### src/rtl/tdc_stream_tx_pkg.sv
// Shared constants, widths and FSM encoding for the TDC stream transmitter.
// Latency: n/a (declarations only).
// Backpressure: n/a.
package tdc_stream_tx_pkg;

    // Width of a counter that must hold values 0..n-1, never narrower than 1 bit.
    function automatic int cw(input int n);
        return (n > 1) ? $clog2(n) : 1;
    endfunction

    localparam int NP         = 10;
    localparam int PIXEL_NUM  = 3;
    localparam int DATA_NUM   = 2;
    localparam int ACQ_NUM    = 2;
    localparam int PASS_NUM   = 2;
    localparam int GAP_CYCLES = 4;

    localparam int WORDS_PER_ACQ = PIXEL_NUM * DATA_NUM;
    localparam int ACQ_W         = WORDS_PER_ACQ * NP;

    localparam int WC_W   = cw(WORDS_PER_ACQ);
    localparam int AC_W   = cw(ACQ_NUM);
    localparam int GC_W   = cw(GAP_CYCLES);
    localparam int PASS_W = cw(PASS_NUM);

    typedef logic [NP-1:0]    word_t;
    typedef logic [ACQ_W-1:0] snap_t;

    typedef enum logic [1:0] {
        IDLE = 2'd0,
        SEND = 2'd1,
        GAP  = 2'd2
    } state_t;

endpackage

### src/rtl/tdc_stream_tx_if.sv
// Snapshot-in / word-stream-out bundle of the TDC stream transmitter.
// Latency: n/a (wiring only).
// Backpressure: acqReady on the snapshot side; the word stream has none.
interface tdc_stream_tx_if;
    import tdc_stream_tx_pkg::*;

    logic              acqValid;
    logic              acqReady;
    snap_t             acqData;
    logic              wrEn;
    word_t             data;
    logic [PASS_W-1:0] passIdx;
    logic              passDone;
    logic              frameDone;
    logic              overflow;
    logic              busy;

    // Capture side / environment
    modport master (
        output acqValid, acqData,
        input  acqReady, wrEn, data, passIdx, passDone, frameDone, overflow, busy
    );

    // Transmitter
    modport slave (
        input  acqValid, acqData,
        output acqReady, wrEn, data, passIdx, passDone, frameDone, overflow, busy
    );

endinterface

### src/rtl/tdc_stream_tx_acq_dbuf.sv
// Shadow/active snapshot double buffer with a word-select read port on the active copy.
// Latency: accept and transfer each take effect on the edge where they are asserted.
// Backpressure: full blocks new accepts; a request while full is ignored here (the caller flags the drop).
module acq_dbuf
    import tdc_stream_tx_pkg::*;
(
    input  logic            clk,
    input  logic            res,
    input  logic            in_vld,
    input  snap_t           in_dat,
    input  logic            xfer,
    input  logic [WC_W-1:0] sel,
    output logic            full,
    output word_t           word_dat
);

    snap_t shadow;
    snap_t active;

    // Shadow slot: filled on accept, released when the FSM takes it; the two never coincide
    // because a transfer needs full=1 while an accept needs full=0.
    always_ff @(posedge clk or posedge res) begin
        if (res) begin
            shadow <= '0;
            full   <= 1'b0;
        end else if (in_vld && !full) begin
            shadow <= in_dat;
            full   <= 1'b1;
        end else if (xfer) begin
            full   <= 1'b0;
        end
    end

    // Active slot: reloaded from the shadow on every transfer.
    always_ff @(posedge clk or posedge res) begin
        if (res) begin
            active <= '0;
        end else if (xfer) begin
            active <= shadow;
        end
    end

    // Pick word (p,d) of the active snapshot; sel walks pixel-major, then data index.
    always_comb begin
        word_dat = '0;
        for (int i = 0; i < WORDS_PER_ACQ; i++) begin
            if (sel == i[WC_W-1:0]) begin
                word_dat = active[i*NP +: NP];
            end
        end
    end

endmodule

### src/rtl/tdc_stream_tx.sv
// Serializes TDC snapshots into a one-word-per-cycle stream, ACQ_NUM acqs per pass, gap after each pass.
// Latency: accept at edge t (idle, shadow empty) -> first wrEn cycle after edge t+2; 1 word/clk in SEND.
// Backpressure: acqReady = shadow empty; snapshots offered while not ready are dropped and flagged sticky.
module tdc_stream_tx
    import tdc_stream_tx_pkg::*;
(
    input  logic           clk,
    input  logic           res,
    tdc_stream_tx_if.slave s
);

    state_t            state;
    state_t            state_nxt;
    logic [WC_W-1:0]   word_cnt;
    logic [AC_W-1:0]   acq_cnt;
    logic [GC_W-1:0]   gap_cnt;
    logic [PASS_W-1:0] pass_idx;
    logic              full;
    logic              xfer;
    logic              last_word;
    logic              last_acq;
    logic              gap_end;
    word_t             word_dat;
    word_t             data_q;
    logic              wr_en_q;
    logic              pass_done_q;
    logic              frame_done_q;
    logic              overflow_q;

    acq_dbuf u_dbuf (
        .clk      (clk),
        .res      (res),
        .in_vld   (s.acqValid),
        .in_dat   (s.acqData),
        .xfer     (xfer),
        .sel      (word_cnt),
        .full     (full),
        .word_dat (word_dat)
    );

    // FSM state register.
    always_ff @(posedge clk or posedge res) begin
        if (res) begin
            state <= IDLE;
        end else begin
            state <= state_nxt;
        end
    end

    // Next state and shadow->active transfer; back-to-back acquisitions chain without a bubble.
    always_comb begin
        state_nxt = state;
        xfer      = 1'b0;
        last_word = (word_cnt == WC_W'(WORDS_PER_ACQ - 1));
        last_acq  = (acq_cnt == AC_W'(ACQ_NUM - 1));
        gap_end   = (gap_cnt == GC_W'(GAP_CYCLES - 1));
        case (state)
            IDLE: begin
                if (full) begin
                    xfer      = 1'b1;
                    state_nxt = SEND;
                end
            end
            SEND: begin
                if (last_word) begin
                    if (last_acq) begin
                        state_nxt = GAP;
                    end else if (full) begin
                        xfer = 1'b1;
                    end else begin
                        state_nxt = IDLE;
                    end
                end
            end
            GAP: begin
                if (gap_end) begin
                    state_nxt = IDLE;
                end
            end
            default: state_nxt = IDLE;
        endcase
    end

    // Word, acquisition, gap and pass counters.
    always_ff @(posedge clk or posedge res) begin
        if (res) begin
            word_cnt <= '0;
            acq_cnt  <= '0;
            gap_cnt  <= '0;
            pass_idx <= '0;
        end else begin
            if (xfer || (state == SEND && last_word)) begin
                word_cnt <= '0;
            end else if (state == SEND) begin
                word_cnt <= word_cnt + WC_W'(1);
            end

            if (state == SEND && last_word && !last_acq) begin
                acq_cnt <= acq_cnt + AC_W'(1);
            end else if (state == GAP && gap_end) begin
                acq_cnt <= '0;
            end

            if (state == GAP) begin
                gap_cnt <= gap_end ? '0 : gap_cnt + GC_W'(1);
            end

            if (state == GAP && gap_end) begin
                pass_idx <= (pass_idx == PASS_W'(PASS_NUM - 1)) ? '0 : pass_idx + PASS_W'(1);
            end
        end
    end

    // Registered stream outputs; data holds its last value while wrEn is low.
    always_ff @(posedge clk or posedge res) begin
        if (res) begin
            wr_en_q      <= 1'b0;
            data_q       <= '0;
            pass_done_q  <= 1'b0;
            frame_done_q <= 1'b0;
        end else begin
            wr_en_q      <= (state == SEND);
            if (state == SEND) begin
                data_q <= word_dat;
            end
            pass_done_q  <= (state == GAP) && (gap_cnt == '0);
            frame_done_q <= (state == GAP) && (gap_cnt == '0) &&
                            (pass_idx == PASS_W'(PASS_NUM - 1));
        end
    end

    // Sticky drop flag: a snapshot offered while the shadow is occupied is lost.
    always_ff @(posedge clk or posedge res) begin
        if (res) begin
            overflow_q <= 1'b0;
        end else if (s.acqValid && full) begin
            overflow_q <= 1'b1;
        end
    end

    assign s.acqReady  = ~full;
    assign s.wrEn      = wr_en_q;
    assign s.data      = data_q;
    assign s.passIdx   = pass_idx;
    assign s.passDone  = pass_done_q;
    assign s.frameDone = frame_done_q;
    assign s.overflow  = overflow_q;
    assign s.busy      = (state != IDLE) || full;

endmodule

### src/flat_wrapper.sv
// flat-port wrapper written by rule: the top's interface ports become plain ports
module tdc_stream_tx_flat import tdc_stream_tx_pkg::*;
  (clk, res, s_acqValid, s_acqData, s_acqReady, s_wrEn, s_data, s_passIdx, s_passDone, s_frameDone, s_overflow, s_busy);
  tdc_stream_tx_if s_i ();
  input  logic clk;
  input  logic res;
  input wire logic [$bits(s_i.acqValid)-1:0] s_acqValid;
  input wire logic [$bits(s_i.acqData)-1:0] s_acqData;
  output wire logic [$bits(s_i.acqReady)-1:0] s_acqReady;
  output wire logic [$bits(s_i.wrEn)-1:0] s_wrEn;
  output wire logic [$bits(s_i.data)-1:0] s_data;
  output wire logic [$bits(s_i.passIdx)-1:0] s_passIdx;
  output wire logic [$bits(s_i.passDone)-1:0] s_passDone;
  output wire logic [$bits(s_i.frameDone)-1:0] s_frameDone;
  output wire logic [$bits(s_i.overflow)-1:0] s_overflow;
  output wire logic [$bits(s_i.busy)-1:0] s_busy;
  assign s_i.acqValid = s_acqValid;
  assign s_i.acqData = s_acqData;
  assign s_acqReady = s_i.acqReady;
  assign s_wrEn = s_i.wrEn;
  assign s_data = s_i.data;
  assign s_passIdx = s_i.passIdx;
  assign s_passDone = s_i.passDone;
  assign s_frameDone = s_i.frameDone;
  assign s_overflow = s_i.overflow;
  assign s_busy = s_i.busy;
  tdc_stream_tx u_core (.clk(clk), .res(res), .s(s_i));
endmodule
### config.mk
export PLATFORM = sky130hd
export DESIGN_NAME = tdc_stream_tx_flat
export DESIGN_NICKNAME = d
export VERILOG_FILES = /design/src/rtl/tdc_stream_tx_pkg.sv /design/src/rtl/tdc_stream_tx_if.sv /design/src/rtl/tdc_stream_tx_acq_dbuf.sv /design/src/rtl/tdc_stream_tx.sv /design/src/flat_wrapper.sv
export SDC_FILE = /design/constraint.sdc
export NUM_CORES = 1
export LEC_CHECK = 0
export CAP_MARGIN = 30
export CORE_MARGIN = 2
export CORE_UTILIZATION = 65
export DETAILED_ROUTE_END_ITERATION = 16
export DONT_BUFFER_PORTS = 1
export PLACE_DENSITY = 0.8
export SLEW_MARGIN = 5
export SYNTH_ARGS = -nofsm -noshare
export SYNTH_HDL_FRONTEND = slang
export SYNTH_HIERARCHICAL = 1
export SYNTH_SLANG_ARGS = --single-unit
### constraint.sdc
create_clock -name clk -period 7.3 [get_ports clk]
set_input_delay 0.73 -clock clk [delete_from_list [all_inputs] [get_ports clk]]
set_output_delay 0.73 -clock clk [all_outputs]
set_load 0.005 [all_outputs]
; ---- Word level (Yosys, flattened, before mapping)
; Index checks and enable logic that the tools add are counted.
[op_classes]
n_div = 0
multipliers = 0
shifts = 0
mux = 24
bitwise_logic = 1
n_lt_le_gt_ge = 0
n_eq_ne = 12
reduce_logical = 19
n_addsub = 4
[op_table]
columns = cell, n
row1 = $mux W10, 6
row2 = $mux W2, 6
row3 = $mux W1, 8
row4 = $reduce_bool A2 Y1, 4
row5 = $logic_and A1 B1 Y1, 7
row6 = $eq A3 B2 Y1 const B, 2
row7 = $eq A3 B3 Y1 const B, 2
row8 = $mux W3, 2
row9 = $pmux W2 S3, 1
row10 = $eq A2 B2 Y1 const B, 2
row11 = $logic_not A2 Y1, 2
row12 = $ne A2 B1 Y1 const B, 2
row13 = $reduce_and A4 Y1, 1
row14 = $add A3 B1 Y3 const B, 1
row15 = $eq A3 B1 Y1 const B, 1
row16 = $logic_not A3 Y1, 1
row17 = $ne A3 B2 Y1 const B, 1
row18 = $add A1 B1 Y1 const B, 2
row19 = $add A2 B1 Y2 const B, 1
row20 = $eq A2 B1 Y1 const B, 1
row21 = $logic_not A1 Y1, 2
row22 = $logic_or A1 B1 Y1, 2
row23 = $ne A2 B2 Y1 const B, 1
row24 = $pmux W1 S2, 1
row25 = $not A1 Y1, 1
[word_totals]
input_bits = 63
n_memories = 0
out_inout_bits = 17
ramBits = 0
latch_bits = 0
mem_bits_ro = 0
word_cells = 73
regBits = 144

; ---- Logic depth before layout (Yosys ltp)
; Gate-level depths: netlist (run 1).
[depth]
depth_word = 7
ltp_mapped = 8
mapped_depth_nobuf = 6

; ---- Hierarchy
; Netlist (run 1), hierarchy kept.
[modules_own_cells]
columns = mod, cells_per_inst, seq_area_each_um2, area_each_um2, instances
row1 = acq_dbuf, 329, 3027.9, 5328.9, 1
row2 = tdc_stream_tx, 79, 575.6, 975.9, 1

; ---- Least setup slack after synthesis (run 1)
; Ideal clock, no wire load.
[synth_path]
path_kind = register to register
start = register u_core.word_cnt[1]
end = register u_core.u_dbuf.active[0]
required_time_ps = 7175
setup_time_ps = 125
path_buffers = 2
arrival_time_ps = 1835
setup_slack_ps = 5340
stages_incl_launch_ff = 8
period_less_slack_ps = 1960
cell_sequence = dfrtp_1 inv_1 ha_1 nand3b_1 a211oi_1 buf_2 buf_2 mux2_2
[synth_via]
elab_chain_len = 3
[synth_rtl]
columns = element, line_no
row1 = start: declaration, tdc_stream_tx.sv:14  ; logic [WC_W-1:0] word_cnt;
row2 = start signal: assignment, tdc_stream_tx.sv:95  ; word_cnt <= word_cnt + WC_W'(1);
row3 = $eq A3 B3 Y1, tdc_stream_tx.sv:54  ; last_word = (word_cnt == WC_W'(WORDS_PER_ACQ - 1));
row4 = $mux W1, tdc_stream_tx.sv:65  ; if (last_word) begin
row5 = $pmux W1 S2, tdc_stream_tx.sv:57  ; case (state)
row6 = net u_core.xfer, tdc_stream_tx.sv:19  ; logic xfer;
row7 = end signal: assignment, tdc_stream_tx_acq_dbuf.sv:39  ; active <= shadow;
row8 = end: declaration, tdc_stream_tx_acq_dbuf.sv:18  ; snap_t active;
; The timed path passes the listed nets, and every way through them passes these cells.
; A chain may end at the register's enable or synchronous reset.

; ---- Worst setup path in the final report (run 1)
[layout_path]
start = register u_core.word_cnt[1]
end = register u_core.u_dbuf.active[15]
; The elaborated chain is that of the path after synthesis.

==> results of run 1 <==
==> Yosys cell counts (4+ instances only) <==
library cell / count / share of area, %
buf_2: 8 / 0.64
inv_1: 9 / 0.54
clkbuf_1: 4 / 0.24
mux2_2: 70 / 13
nand3b_1: 11 / 1.3
o221ai_2: 10 / 2.4
mux2i_1: 20 / 3.2
o21a_1: 10 / 1.2
nand2_1: 18 / 1.1
dfrtp_1: 144 / 57
ha_1: 4 / 0.79
buf_6: 9 / 1.6
mux2_4: 59 / 14
==> stage by stage <==
step / hold WS [ps] / setup slack, ps
detailed placement: 473 / 4440
global route: 275 / 4220
floorplan: 451 / 3360
finish: 213 / 4390
global placement: 468 / 4190
CTS: 226 / 4400
==> state kept, by name, summed over array words and instances, names as in the netlist <==
signal and flops:
u_core/acq_cnt 1, u_core/gap_cnt 2, u_core/s.data 10, u_core/s.frameDone 1, u_core/s.overflow 1, u_core/s.passDone 1
u_core/s.passIdx 1, u_core/s.wrEn 1, u_core/state 2, u_core/u_dbuf/active 60, u_core/u_dbuf/full 1, u_core/u_dbuf/shadow 60
u_core/word_cnt 3
==> routing by layer <==
metal / part of all wire (%) / track usage [%] / up-vias
met3: 5.2 / 6.29 / 8
met2: 49 / 38.2 / 78
met1: 44 / 33.1 / 1644
li1: - / - / 1452
met5: 0 / 0 / -
met4: 1.0 / 8.31 / 0
==> worst max path at each step <==
stage,from,to
floorplan,res,u_core/u_dbuf/active[0]
global placement,u_core/word_cnt[1],u_core/u_dbuf/active[0]
detailed placement,u_core/word_cnt[1],u_core/u_dbuf/active[6]
CTS,u_core/word_cnt[1],u_core/u_dbuf/active[15]
global route,u_core/word_cnt[1],u_core/u_dbuf/active[15]
finish,u_core/word_cnt[1],u_core/u_dbuf/active[15]
==> logic make-up after synthesis <==
kind of cell / Yosys count
XOR/XNOR: 1
flip-flops: 144
AND/OR/NAND/NOR: 43
adder cells (fa/ha/maj): 4
AO/OA/AOI/OAI: 33
buffers and inverters: 33
multiplexers: 150
==> layout make-up <==
type                            count  area, µm²
Timing Repair Buffer                6       61.3
Clock inverter                     12        158
Clock buffer                       20        435
Inverter                            9       36.3
Fill cell                         575       2360
Tap cell                          129        161
Sequential cell                   144       3600
Multi-Input combinational cell    231       2510
==> worst max-delay path: stages (launching register included) <==
cell and delay (ps):
dfrtp_1 630, inv_1 140, ha_1 200, nand3b_1 140, a211oi_4 660, buf_4 580, mux2_2 410
==> power breakdown <==
part	switching, mW	internal, mW	total (mW)	leakage [nW]
Clock	0.330	0.532	0.862	0.282
Sequential	0.295	1.20	1.49	1.71
Combinational	0.454	0.721	1.18	1.06
Total	1.08	2.45	3.53	3.06
==> metrics, run 1 <==
r2r setup slk 4390 ps; crit share post-route 39.9%; final antenna-violating net count 0; Max Cap Viol 0; R2R Path Start u_core/word_cnt[1]; Inst Count DP 518; Max VDD drop 0.260 mV; GRT Resource Usage Total 24.2%; Synth Cell Area 6300 µm²; WP data arrival 3300 ps; clock transition at the registers of the reported paths 60 ps; post-synthesis simple-gate area fraction 3.81%; vias per inst 5.77; most frequent cells in the layout dfrtp_1, mux2_2, mux2_4; Hold Vio Cnt, Final 0; Setup violations, final 0; pins over their slew limit 0; Synth Area in Compound Gates 4.92%; Initial DRT Pass Iterations 4; dpl hpwl 7560 µm; root buf cell clkbuf_8; initial antenna violation count 0; vias 3,182; syn_nets 475; min Tclk post-route 2910 ps; Max clock buf depth 2; total gr overflow 0; commonest non-fill, non-tap cell in the layout dfrtp_1; RSZ-0062 raised after global routing no; Slew HR 42.0%; Mapped Cells 408; Reg2Reg Depth 6; pin count of the biggest net entering global routing 62; H-tree depth 4; synth unique cells 34; Die X 102 µm; placement-stage cell area 6360 µm²; Fmax 0.343 GHz; Post-CTS Setup Bufs 0; First DRT Iteration DRCs 165; Finished Cell Area 6970 µm²; worst skew pair latency 510 ps; Site Rows 35; layout cells sized above 1 42.2%; Design Power 3.53 mW; first-pass GRT wire length 18,700 µm; yosys warns 6; worst-path fanout max 42; vias in the first global route 3,393; routed wire length 11,700 µm; outcome finished, final reports clean; Clock Sinks 144; RR Endpoint u_core/u_dbuf/active[15]; mux share of post-synthesis cell area 29.9%; # hold bufs at CTS 0; Non-Filler Instances 551; largest family of logic cells by synthesized area multiplexers; fraction of registers with async set/reset 100%; ys flop type dfrtp_1; TritonCTS Buffers 17; Hold Crit Class in2async; io pins 80; Cell Pwr Density 507 nW/µm²; Adder-Cell Fraction of Synth Area 0.794%; PostCTS Resize Cnt 0; worst-margin pin slew 869 ps; Fin Setup TNS 0 ps; initial core utilization 67.6%; Residual DRC 0; Pleak 3.06 nW; RePlAce Congestion 0.777; flops & latches, synth 144; Avg Inst Size Synth 15.5 µm²; CP Class reg2reg; Synth Area in XOR/XNOR 0.139%; CTS tree done; antenna cells 0; Die H 102 µm; CP Launch Type register; Layout Skew 6.67 ps; Post-synth EDFFs 0; core area 9330 µm²; post-layout util 74.7%; port bufs 0; Seq/Total Area, Yosys 57.2%; CP required 7690 ps; die area 10,500 µm²; critical path endpoint category register; layout overhead on the synthesized area 10.6%; number of nets in the layout 476; Wirelength per Cell 21.2 µm
No activity file was read; power rests on OpenSTA's default activity.
==> inputs of run 2 (changes only) <==
CORE_UTILIZATION = 63   (was 65)
PLACE_DENSITY = 0.78   (was 0.8)
clock period = 3 ns   (was 7.3 ns; I/O delays follow)
==> metrics, run 2 (synthesis gave the netlist of run 1 again) <==
root buf cell clkbuf_8; first-pass GRT wire length 20,000 µm (+6.6%); Die X 104 µm (+1.5%); worst skew pair latency 510 ps (about the same); RR Endpoint u_core/u_dbuf/active[38]; R2R Path Start u_core/word_cnt[1]; CP bufs+invs 2 (unchanged); TritonCTS Buffers 17 (unchanged); CTS tree done; vias 3,496 (+9.9%); Wirelength per Cell 19.3 µm (-8.9%); Max VDD drop 0.570 mV (+120%); Flop pwr share 41.2% (-1.1 points); WP data arrival 2390 ps (-910 ps); critical path endpoint category register; io pins 80 (unchanged); sw frac 30.2% (-0.32 points); Fmax 0.500 GHz (+45%); Initial DRT Pass Iterations 4 (unchanged); Pleak 3.33 nW (+9.0%); CP Launch Type register; First DRT Iteration DRCs 188 (+14%); total gr overflow 0 (unchanged); clock transition at the registers of the reported paths 60 ps (about the same); Slew HR 41.9% (-0.092 points); Fin Setup TNS 0 ps (unchanged); Hold Vio Cnt, Final 0 (unchanged); Clock power frac 24.2% (-0.2 points); Comb power frac 34.6% (+1.3 points); worst-margin pin slew 871 ps (+1.39 ps); WHS Endpoint u_core/u_dbuf/full; Internal 6.02 mW (+150%); CP max stage cell buf_4; Worst path max stage delay 470 ps (-190 ps); Reg2Reg Depth 6 (unchanged); CP Class reg2reg; port bufs 0 (unchanged); vias per inst 5.65 (-2.2%); Die H 104 µm (+1.5%); commonest non-fill, non-tap cell in the layout dfrtp_1; most frequent cells in the layout dfrtp_1, mux2_2, dlygate4sd3_1; H-tree depth 4 (unchanged); Layout Skew 7.68 ps (+1.01 ps); HP Start s_acqValid; min Tclk post-route 2000 ps (-910 ps); crit path cell chain inv_1 -> ha_1 -> nand3b_1 -> a211oi_4 -> buf_4 -> mux2_2; # fillers 565 (-1.7%); routed wire length 11,900 µm (+2.3%); worst hold stages 3; worst-path fanout max 40 (-4.8%); RePlAce Congestion 0.769 (-1.0%); die area 10,800 µm² (+3.1%); final antenna-violating net count 0 (unchanged); outcome finished, final reports clean; pins over their slew limit 0 (unchanged); Site Rows 36 (+2.9%); Max clock buf depth 2 (unchanged); number of nets in the layout 540 (+13%); r2r setup slk 1000 ps (-3390 ps); Cell Pwr Density 1130 nW/µm² (+120%); Design Power 8.63 mW (+140%); Residual DRC 0 (unchanged); layout cells sized above 1 37.2% (-4.9 points); Hold Crit Class in2reg; crit share post-route 66.7% (+27 points); initial antenna violation count 0 (unchanged); GRT Resource Usage Total 24.0% (-0.21 points); PostCTS Resize Cnt 0 (unchanged); pin count of the biggest net entering global routing 63 (+1.6%); dpl hpwl 7230 µm (-4.3%); CP required 3390 ps (-4300 ps); Setup violations, final 0 (unchanged); vias in the first global route 3,651 (+7.6%); CP top delay family buffers and inverters; Clock Sinks 144 (unchanged); layout overhead on the synthesized area 20.9%; final setup margin 999 ps (-3390 ps); antenna cells 0 (unchanged); RSZ-0062 raised after global routing no; DP Worst Slack 1020 ps (-3420 ps); initial core utilization 64.8% (-2.8 points); Net Sw Power 2.61 mW (+140%); Max Cap Viol 0 (unchanged); core area 9730 µm² (+4.3%)
-- run 2: cell types whose count changed in the layout (fill, tap and decap cells not counted), sizes merged --
cell         previous run  this run
dlygate4sd3             0        62
clkinv                  3         6
buf                     6         8
inv                    12        10
clkbuf                 20        19
-- run 2: layout make-up --
type	count	area (µm²)	share of cell area [%]
Clock buffer	19	432	5.67
Clock inverter	13	160	2.10
Inverter	9	37.5	0.493
Multi-Input combinational cell	231	2510	33.0
Sequential cell	144	3600	47.3
Tap cell	133	166	2.18
Timing Repair Buffer	70	706	9.26
-- run 2: power by group through the flow --
stage / registers [mW] / logic [mW] / clock network (mW)
2_1_floorplan: 3.30 / 2.56 / 0
3_3_place_gp: 3.53 / 2.80 / 0
3_5_place_dp: 3.56 / 2.89 / 0
4_1_cts: 3.55 / 3.00 / 2.11
5_1_grt: 3.68 / 3.23 / 2.22
6_report: 3.56 / 2.98 / 2.09
-- run 2: worst register-to-register path, cell delays in order, from the launching register on --
cell,delay [ps]
dfrtp_1,380
inv_1,60
ha_1,170
nand3b_1,130
a211oi_4,260
buf_4,470
mux2_2,420
-- run 2: timing repair --
action                    4_1_cts  5_1_grt
buffers inserted                0        0
hold buffers                   62        0
hold endpoints to repair      119        0
-- run 2: layer usage --
layer	share of wire [%]	track usage [%]	wire, µm
met5	0	0	0
met3	5.2	7.27	622
met1	45	33.5	5360
met4	1.2	7.43	141
met2	49	36.8	5800
-- run 2: metrics by stage --
step,util [%],hold WS [ps],instances,cell area (µm²)
global placement,65.9,358,525,6410
global route,78.3,366,619,7620
finish,78.3,330,619,7620
floorplan,-,302,408,6310
detailed placement,65.9,361,525,6410
CTS,78.3,374,619,7620
-- run 2: how the worst max path moves through the flow --
stage / startpoint / endpoint / slack (ps) / cells after the start
floorplan: u_core/word_cnt[1] / u_core/u_dbuf/active[0] / 1040 / 7
global placement: u_core/word_cnt[1] / u_core/u_dbuf/active[26] / 1070 / 6
detailed placement: u_core/word_cnt[1] / u_core/u_dbuf/active[7] / 1020 / 6
CTS: u_core/word_cnt[1] / u_core/u_dbuf/active[38] / 1000 / 6
global route: u_core/word_cnt[1] / u_core/u_dbuf/active[14] / 860 / 6
finish: u_core/word_cnt[1] / u_core/u_dbuf/active[38] / 1000 / 6
